### src/rtl/feed_msg_sequencer.sv
// rtl/feed_msg_sequencer.sv - two-source round-robin sequencer assembling nine-word messages for the order parser
module feed_msg_sequencer #(
  parameter int REG_WIDTH      = 32,
  parameter int MSG_WORDS      = 9,
  parameter int TIMEOUT_CYCLES = 16
) (
  input  logic                 i_clk,
  input  logic                 i_reset,
  input  logic                 i_src0_valid,
  input  logic [REG_WIDTH-1:0] i_src0_word,
  output logic                 o_src0_ready,
  input  logic                 i_src1_valid,
  input  logic [REG_WIDTH-1:0] i_src1_word,
  output logic                 o_src1_ready,
  output logic [REG_WIDTH-1:0] o_reg_0,
  output logic [REG_WIDTH-1:0] o_reg_1,
  output logic [REG_WIDTH-1:0] o_reg_2,
  output logic [REG_WIDTH-1:0] o_reg_3,
  output logic [REG_WIDTH-1:0] o_reg_4,
  output logic [REG_WIDTH-1:0] o_reg_5,
  output logic [REG_WIDTH-1:0] o_reg_6,
  output logic [REG_WIDTH-1:0] o_reg_7,
  output logic [REG_WIDTH-1:0] o_reg_8,
  output logic                 o_data_valid,
  output logic                 o_src_id,
  output logic                 o_busy,
  output logic [15:0]          o_msg_count,
  output logic [15:0]          o_drop_count
);

  localparam int IDX_W = $clog2(MSG_WORDS + 1);
  localparam int TMO_W = $clog2(TIMEOUT_CYCLES + 1);
  localparam logic [IDX_W-1:0] LAST_IDX = IDX_W'(MSG_WORDS - 1);
  localparam logic [TMO_W-1:0] TMO_LAST = TMO_W'(TIMEOUT_CYCLES - 1);

  typedef enum logic [1:0] {
    IDLE    = 2'd0,
    COLLECT = 2'd1,
    ISSUE   = 2'd2
  } state_t;

  state_t               state_q, state_d;
  logic                 last_grant_q, last_grant_d;
  logic                 src_id_q, src_id_d;
  logic [IDX_W-1:0]     idx_q, idx_d;
  logic [TMO_W-1:0]     tmo_q, tmo_d;
  logic [15:0]          msg_count_q, msg_count_d;
  logic [15:0]          drop_count_q, drop_count_d;
  logic [REG_WIDTH-1:0] bank_q [MSG_WORDS];
  logic                 bank_we;
  logic                 gnt_valid;
  logic [REG_WIDTH-1:0] gnt_word;
  logic [7:0]           msg_type;
  logic                 type_ok;

  assign gnt_valid = src_id_q ? i_src1_valid : i_src0_valid;
  assign gnt_word  = src_id_q ? i_src1_word  : i_src0_word;

  // The type byte normally comes from the banked word 0; a one-word message would screen the live word.
  assign msg_type = (idx_q == '0) ? gnt_word[7:0] : bank_q[0][7:0];
  assign type_ok  = (msg_type == 8'h41) || (msg_type == 8'h44) || (msg_type == 8'h45);

  // State, arbitration history, index, timeout and counters.
  always_ff @(posedge i_clk or posedge i_reset) begin
    if (i_reset) begin
      state_q      <= IDLE;
      last_grant_q <= 1'b1;
      src_id_q     <= 1'b0;
      idx_q        <= '0;
      tmo_q        <= '0;
      msg_count_q  <= '0;
      drop_count_q <= '0;
    end else begin
      state_q      <= state_d;
      last_grant_q <= last_grant_d;
      src_id_q     <= src_id_d;
      idx_q        <= idx_d;
      tmo_q        <= tmo_d;
      msg_count_q  <= msg_count_d;
      drop_count_q <= drop_count_d;
    end
  end

  // Register bank: written only by accepted words, kept across issue and drop.
  always_ff @(posedge i_clk or posedge i_reset) begin
    if (i_reset) begin
      for (int k = 0; k < MSG_WORDS; k++) begin
        bank_q[k] <= '0;
      end
    end else if (bank_we) begin
      bank_q[idx_q] <= gnt_word;
    end
  end

  // Next-state: round-robin grant in IDLE, word collection with type screen and timeout, one-cycle issue.
  always_comb begin
    state_d      = state_q;
    last_grant_d = last_grant_q;
    src_id_d     = src_id_q;
    idx_d        = idx_q;
    tmo_d        = tmo_q;
    msg_count_d  = msg_count_q;
    drop_count_d = drop_count_q;
    bank_we      = 1'b0;
    case (state_q)
      IDLE: begin
        if (i_src0_valid && (!i_src1_valid || last_grant_q)) begin
          src_id_d     = 1'b0;
          last_grant_d = 1'b0;
          idx_d        = '0;
          tmo_d        = '0;
          state_d      = COLLECT;
        end else if (i_src1_valid) begin
          src_id_d     = 1'b1;
          last_grant_d = 1'b1;
          idx_d        = '0;
          tmo_d        = '0;
          state_d      = COLLECT;
        end
      end
      COLLECT: begin
        if (gnt_valid) begin
          bank_we = 1'b1;
          tmo_d   = '0;
          idx_d   = idx_q + 1'b1;
          if (idx_q == LAST_IDX) begin
            if (type_ok) begin
              state_d     = ISSUE;
              msg_count_d = msg_count_q + 16'd1;
            end else begin
              state_d      = IDLE;
              drop_count_d = drop_count_q + 16'd1;
            end
          end
        end else if (tmo_q == TMO_LAST) begin
          state_d      = IDLE;
          drop_count_d = drop_count_q + 16'd1;
        end else begin
          tmo_d = tmo_q + 1'b1;
        end
      end
      ISSUE: begin
        state_d = IDLE;
      end
      default: begin
        state_d = IDLE;
      end
    endcase
  end

  assign o_src0_ready = (state_q == COLLECT) && !src_id_q;
  assign o_src1_ready = (state_q == COLLECT) && src_id_q;
  assign o_data_valid = (state_q == ISSUE);
  assign o_busy       = (state_q != IDLE);
  assign o_src_id     = src_id_q;
  assign o_msg_count  = msg_count_q;
  assign o_drop_count = drop_count_q;

  assign o_reg_0 = bank_q[0];
  assign o_reg_1 = bank_q[1];
  assign o_reg_2 = bank_q[2];
  assign o_reg_3 = bank_q[3];
  assign o_reg_4 = bank_q[4];
  assign o_reg_5 = bank_q[5];
  assign o_reg_6 = bank_q[6];
  assign o_reg_7 = bank_q[7];
  assign o_reg_8 = bank_q[8];

endmodule

### config.mk
export PLATFORM = sky130hd
export DESIGN_NAME = feed_msg_sequencer
export DESIGN_NICKNAME = d
export VERILOG_FILES = /design/src/rtl/feed_msg_sequencer.sv
export SDC_FILE = /design/constraint.sdc
export NUM_CORES = 1
export LEC_CHECK = 0
export BUFFER_PORTS_ARGS = -buffer_cell sky130_fd_sc_hd__buf_4
export CAP_MARGIN = 0
export CORE_UTILIZATION = 49
export CTS_CLUSTER_DIAMETER = 120
export DETAILED_ROUTE_END_ITERATION = 10
export PLACE_DENSITY = 0.81
export SYNTH_ARGS = -nofsm -noshare
export SYNTH_HDL_FRONTEND = slang
export SYNTH_SLANG_ARGS = --single-unit
### constraint.sdc
create_clock -name i_clk -period 16.7 [get_ports i_clk]
set_input_delay 3.34 -clock i_clk [delete_from_list [all_inputs] [get_ports i_clk]]
set_output_delay 3.34 -clock i_clk [all_outputs]
set_load 0.005 [all_outputs]
# After elaboration in Yosys (flattened, before gate mapping)
# Index checks and enable logic that the tools add are counted.
# op_classes
addsub	4
mul	0
div_mod_pow	0
magnitude_cmp	2
eq_ne	14
n_shift	0
muxes	30
n_bitwise	1
reduce_logical	21
# op_table
op	count
$bwmux 288	1
$demux 32 s4	1
$mux 16	4
$mux 32	2
$add 16x1->16 const B	2
$eq 8x7->1 const B	3
$mux 5	4
$mux 2	6
$mux 4	3
$ne 3x3->1 const B	4
$pmux 5 s2	1
$reduce_and 3->1	3
$mux 8	1
$pmux 4 s2	1
$reduce_and 4->1	2
$reduce_bool 2->1	4
$add 5x1->5 const B	1
$eq 5x4->1 const B	1
$ge 5x5->1 const B	1
$lt 5x1->1 const B	1
$mux 1	5
$not 4->5	1
$add 4x1->4 const B	1
$eq 4x4->1 const B	1
other kinds (11)	18
# word_totals
ff_bits	333
latchBits	0
mem_bits_rw	0
mem_bits_ro	0
input_bits	68
output_inout_bits	325
wordCells	88
memories	0

# Depth between registers and ports, before layout
# depth
depth_word	9
depth_mapped	9
depth_no_buf	8

# Worst setup path after synthesis
# No wires, ideal clock.
# synth_timing
kind	input-to-reg
from	in i_src1_valid
to	reg drop_count_q[8], in the netlist o_drop_count[8]
setup_ns	0.124
arrival_ns	4.856
required_time_ns	16.576
path_slack_ns	11.719
cell_stages	6
n_path_buf	1
cell_sequence	mux2i_2 > mux2_1 > a211oi_2 > buf_6 > nand4_1 > xnor2_1
# synth_via
elab_chain_cells	3
word_cells_on_any_way	6
classes_between	eq/ne (2); mux (2); reduce/logical (2)
# synth_rtl
item	line	text
from (decl)	12	input logic i_src1_valid,
$mux 1 (*)	56	assign gnt_valid = src_id_q ? i_src1_valid : i_src0_valid;
$ne 2x1->1 (no line), or another cell as far along	--	
$reduce_and 4->1 (no line)	--	
to (signal assigned)	80	drop_count_q <= drop_count_d;
to (decl)	48	logic [15:0] drop_count_q, drop_count_d;
# Every way passes the cells marked *; elsewhere a longest branch is shown, timed or not.
# A chain may end at the register's enable or synchronous reset.

==> flow_summary_export.csv <==
group,metric,value,unit
power,power_density,212,nW/um^2
outcome,outcome,"complete, no violations",
synthesis,synthTopCellsByArea,"dfrtp_1 (66%), a21oi_1 (12%), nor2_1 (9.1%)",
route,vias_per_cell,5.44,
setup_path,crit_path_end_kind,"asynchronous set/reset pin",
timing,hold_violations,0,
setup_path,cpMaxStageDelayCell,"buf_4",
setup_path,startpoint_type,"input port",
power,total_leakage_power,8.04,nW
setup_path,worstReg2RegEnd,"o_drop_count[15]",
placement,hpwl,25800,um
timing,rsz0062_at_grt,"no",
clock_tree,ctsHoldBuffers,0,
clock_tree,clock_sinks,333,
timing,drv_slew,0,
layout,finalNonFillerCells,1905,
timing,slew_headroom,0.137,
min_path,min_path_type,"flip-flop to flip-flop",
synthesis,syn_nets,1253,
min_path,min_to,"o_msg_count[15]",
setup_path,arrival,5.79,ns
min_path,hp-start,"o_msg_count[15]",
timing,setup_viol,0,
timing,clock.fmax,188,MHz
synthesis,synthTopCellsByCount,"dfrtp_1 (332), nor2_1 (307), a21oi_1 (294)",
floorplanning,die_y,163,um
layout,final_area,17000,um^2
clock_tree,postCtsSetupBuffers,0,
placement,place_ws,10.73,ns
clock_tree,htreeDepth,2,
route,drt_first_pass_iters,5,
power,ir_drop,0.000127,V
placement,port_buffers,392,
layout,fin_nets,1628,
timing,layout_min_cycle_time,5.31,ns
clock_tree,numCtsBuffers,35,
placement,dp_cells,1845,
synthesis,synth_seq_cells,333,
synthesis,synthArstFlopShare,1.00,
synthesis,postSynthAreaPerCell,10.8,um^2
clock_tree,cts_resized,0,
setup_path,slowest_delay,0.88,ns
floorplanning,initial_core_util,0.502,
setup_path,worst_ep_required_time,17.18,ns
synthesis,yosys_warnings,0,
synthesis,netlist_instances,1177,
setup_path,reg2regPathDepth,6,
route,drcViolationCount,0,
layout,drive_above_1_share,0.306,
placement,gp_congestion,0.808,
setup_path,cp_common_cell,"buf_4",
clock_tree,cts.clk_slew.worst_paths,0.06,ns
setup_path,worstSetupPathType,"input port to asynchronous set/reset pin",
layout,syn_to_final_growth,34.0,%
synthesis,ys.flop_type,"dfrtp_1",
synthesis,netlist_area,12700,um^2
route,drt-total-wl,37800,um
placement,placed_area,15800,um^2
route,drtIter0Drc,870,
global_route,grt_start_max_net_pins,120,
run,maxCapViolCount,0,
clock_tree,clockBufferDepth,3,
synthesis,synth.top_cell.area_share,0.655,
floorplanning,die_area,26500,um^2
route,dr_total_vias,10400,
clock_tree,cts_root_buffer,"clkbuf_16",
clock_tree,tritoncts,"built",
clock_tree,clock_latency,0.50,ns
synthesis,synthDistinctLibCells,37,
floorplanning,rows,58,
floorplanning,die_w,163,um
synthesis,yosysMostFrequentCell,"dfrtp_1",
route,ant_nets,0,
global_route,grt_pass1_vias,10000,
route,wl_per_cell,19.8,um
setup_path,r2r-start,"o_src_id",
layout,n_antenna_cell,0,
global_route,grt_pass1_wl,56400,um
timing,finalSetupTns,0,ns
timing,tightest_slew,1.26,ns
floorplanning,core_region_area,25300,um^2
global_route,track_usage,0.281,
timing,setup_slack,11.39,ns
min_path,min_delay_path_depth,1,
synthesis,synth_edf_count,0,
synthesis,ys_seq_area_frac,0.657,
global_route,antenna_found_initial,0,
setup_path,path_cells,"buf_4 -> inv_8 -> buf_4 -> buf_4",
global_route,grt.overflow.total,0,
setup_path,cp_max_fo,119,
floorplanning,io_pins,393,
setup_path,r2r_slack,13.30,ns
timing,skew,0.0136,ns
synthesis,synth_area_leader_cell,"dfrtp_1",
timing,fin_crit_sh,0.318,
-- state kept, by name (all words and copies together), names as in the netlist --
signal,cells
tmo_q,5
last_grant_q,1
o_drop_count,16
o_reg_7,32
o_reg_6,32
o_reg_2,32
idx_q,4
o_reg_0,32
o_src_id,1
o_reg_5,32
o_reg_4,32
o_reg_8,32
o_reg_3,32
o_msg_count,16
state_q,2
o_reg_1,32
-- cell families (layout without fill, tap and decap cells) --
kind of cell / after synthesis / after routing / share of synthesized area
AO/OA/AOI/OAI: 303 / 303 / 0.121
XOR/XNOR: 33 / 33 / 0.0228
adder cells (fa/ha/maj): 8 / 8 / 0.00789
buffers and inverters: 79 / 477 / 0.0306
flip-flops: 333 / 333 / 0.657
multiplexers: 37 / 37 / 0.0299
AND/OR/NAND/NOR: 384 / 384 / 0.131
-- power breakdown --
part	total, mW	internal [mW]	switching, mW	leakage, nW
Clock	0.781	0.470	0.311	0.569
Combinational	1.42	0.696	0.727	3.59
Sequential	1.41	1.18	0.224	3.88
-- layout make-up --
| class | instances | area [um^2] |
|---|---|---|
| clock buffer | 51 | 1060 |
| sequential | 333 | 8340 |
| tap | 330 | 413 |
| clock inverter | 9 | 104 |
| fill | 1887 | 8270 |
| inverter | 10 | 45.0 |
| multi-input combinational | 765 | 3980 |
| timing repair buffer | 407 | 3060 |
-- per-stage QoR --
| stage | total power, mW | hold WS [ns] | utilization |
|---|---|---|---|
| after floorplan | 2.00 | 0.449 | - |
| final | 3.61 | 0.476 | 0.673 |
| after CTS | 3.62 | 0.477 | 0.673 |
| after global placement | 2.77 | 0.462 | 0.627 |
| after global routing | 3.82 | 0.502 | 0.673 |
| after detailed placement | 2.83 | 0.464 | 0.627 |
-- how the worst max path moves through the flow --
stage          startpoint        endpoint  slack (ns)  cells after the start
2_1_floorplan     i_reset        idx_q[0]        4.14                      1
3_3_place_gp      i_reset  o_msg_count[3]       10.79                      4
3_5_place_dp      i_reset  o_msg_count[0]       10.73                      4
4_1_cts           i_reset      o_reg_4[3]       11.29                      4
5_1_grt           i_reset      o_reg_0[1]       10.94                      4
6_report          i_reset      o_reg_4[6]       11.39                      4
-- routing by layer --
metal / share of wire / track usage / wire, um / vias to the layer above
met5: 0 / 0 / 0 / -
met4: 0.047 / 0.141 / 1790 / 0
met3: 0.080 / 0.0700 / 3020 / 103
met2: 0.49 / 0.468 / 18400 / 467
met1: 0.38 / 0.340 / 14500 / 5090
li1: - / - / - / 4695
-- cells in the final DEF (no fill, tap or decap), drive strengths merged, types with 8 or more instances in the layout --
| cell | count |
|---|---|
| mux2i | 33 |
| xor2 | 11 |
| dfrtp | 332 |
| inv | 10 |
| and3 | 8 |
| xnor2 | 22 |
| nor2 | 311 |
| clkbuf | 51 |
| nand4 | 15 |
| nand2 | 17 |
| nand3 | 9 |
| a21oi | 294 |
| ha | 8 |
| buf | 407 |
-- worst max-delay path, delay by kind of cell --
kind | cells | cell delay [ns]
buf+inv | 4 | 2.30
Power figures use the tool's default switching activity.
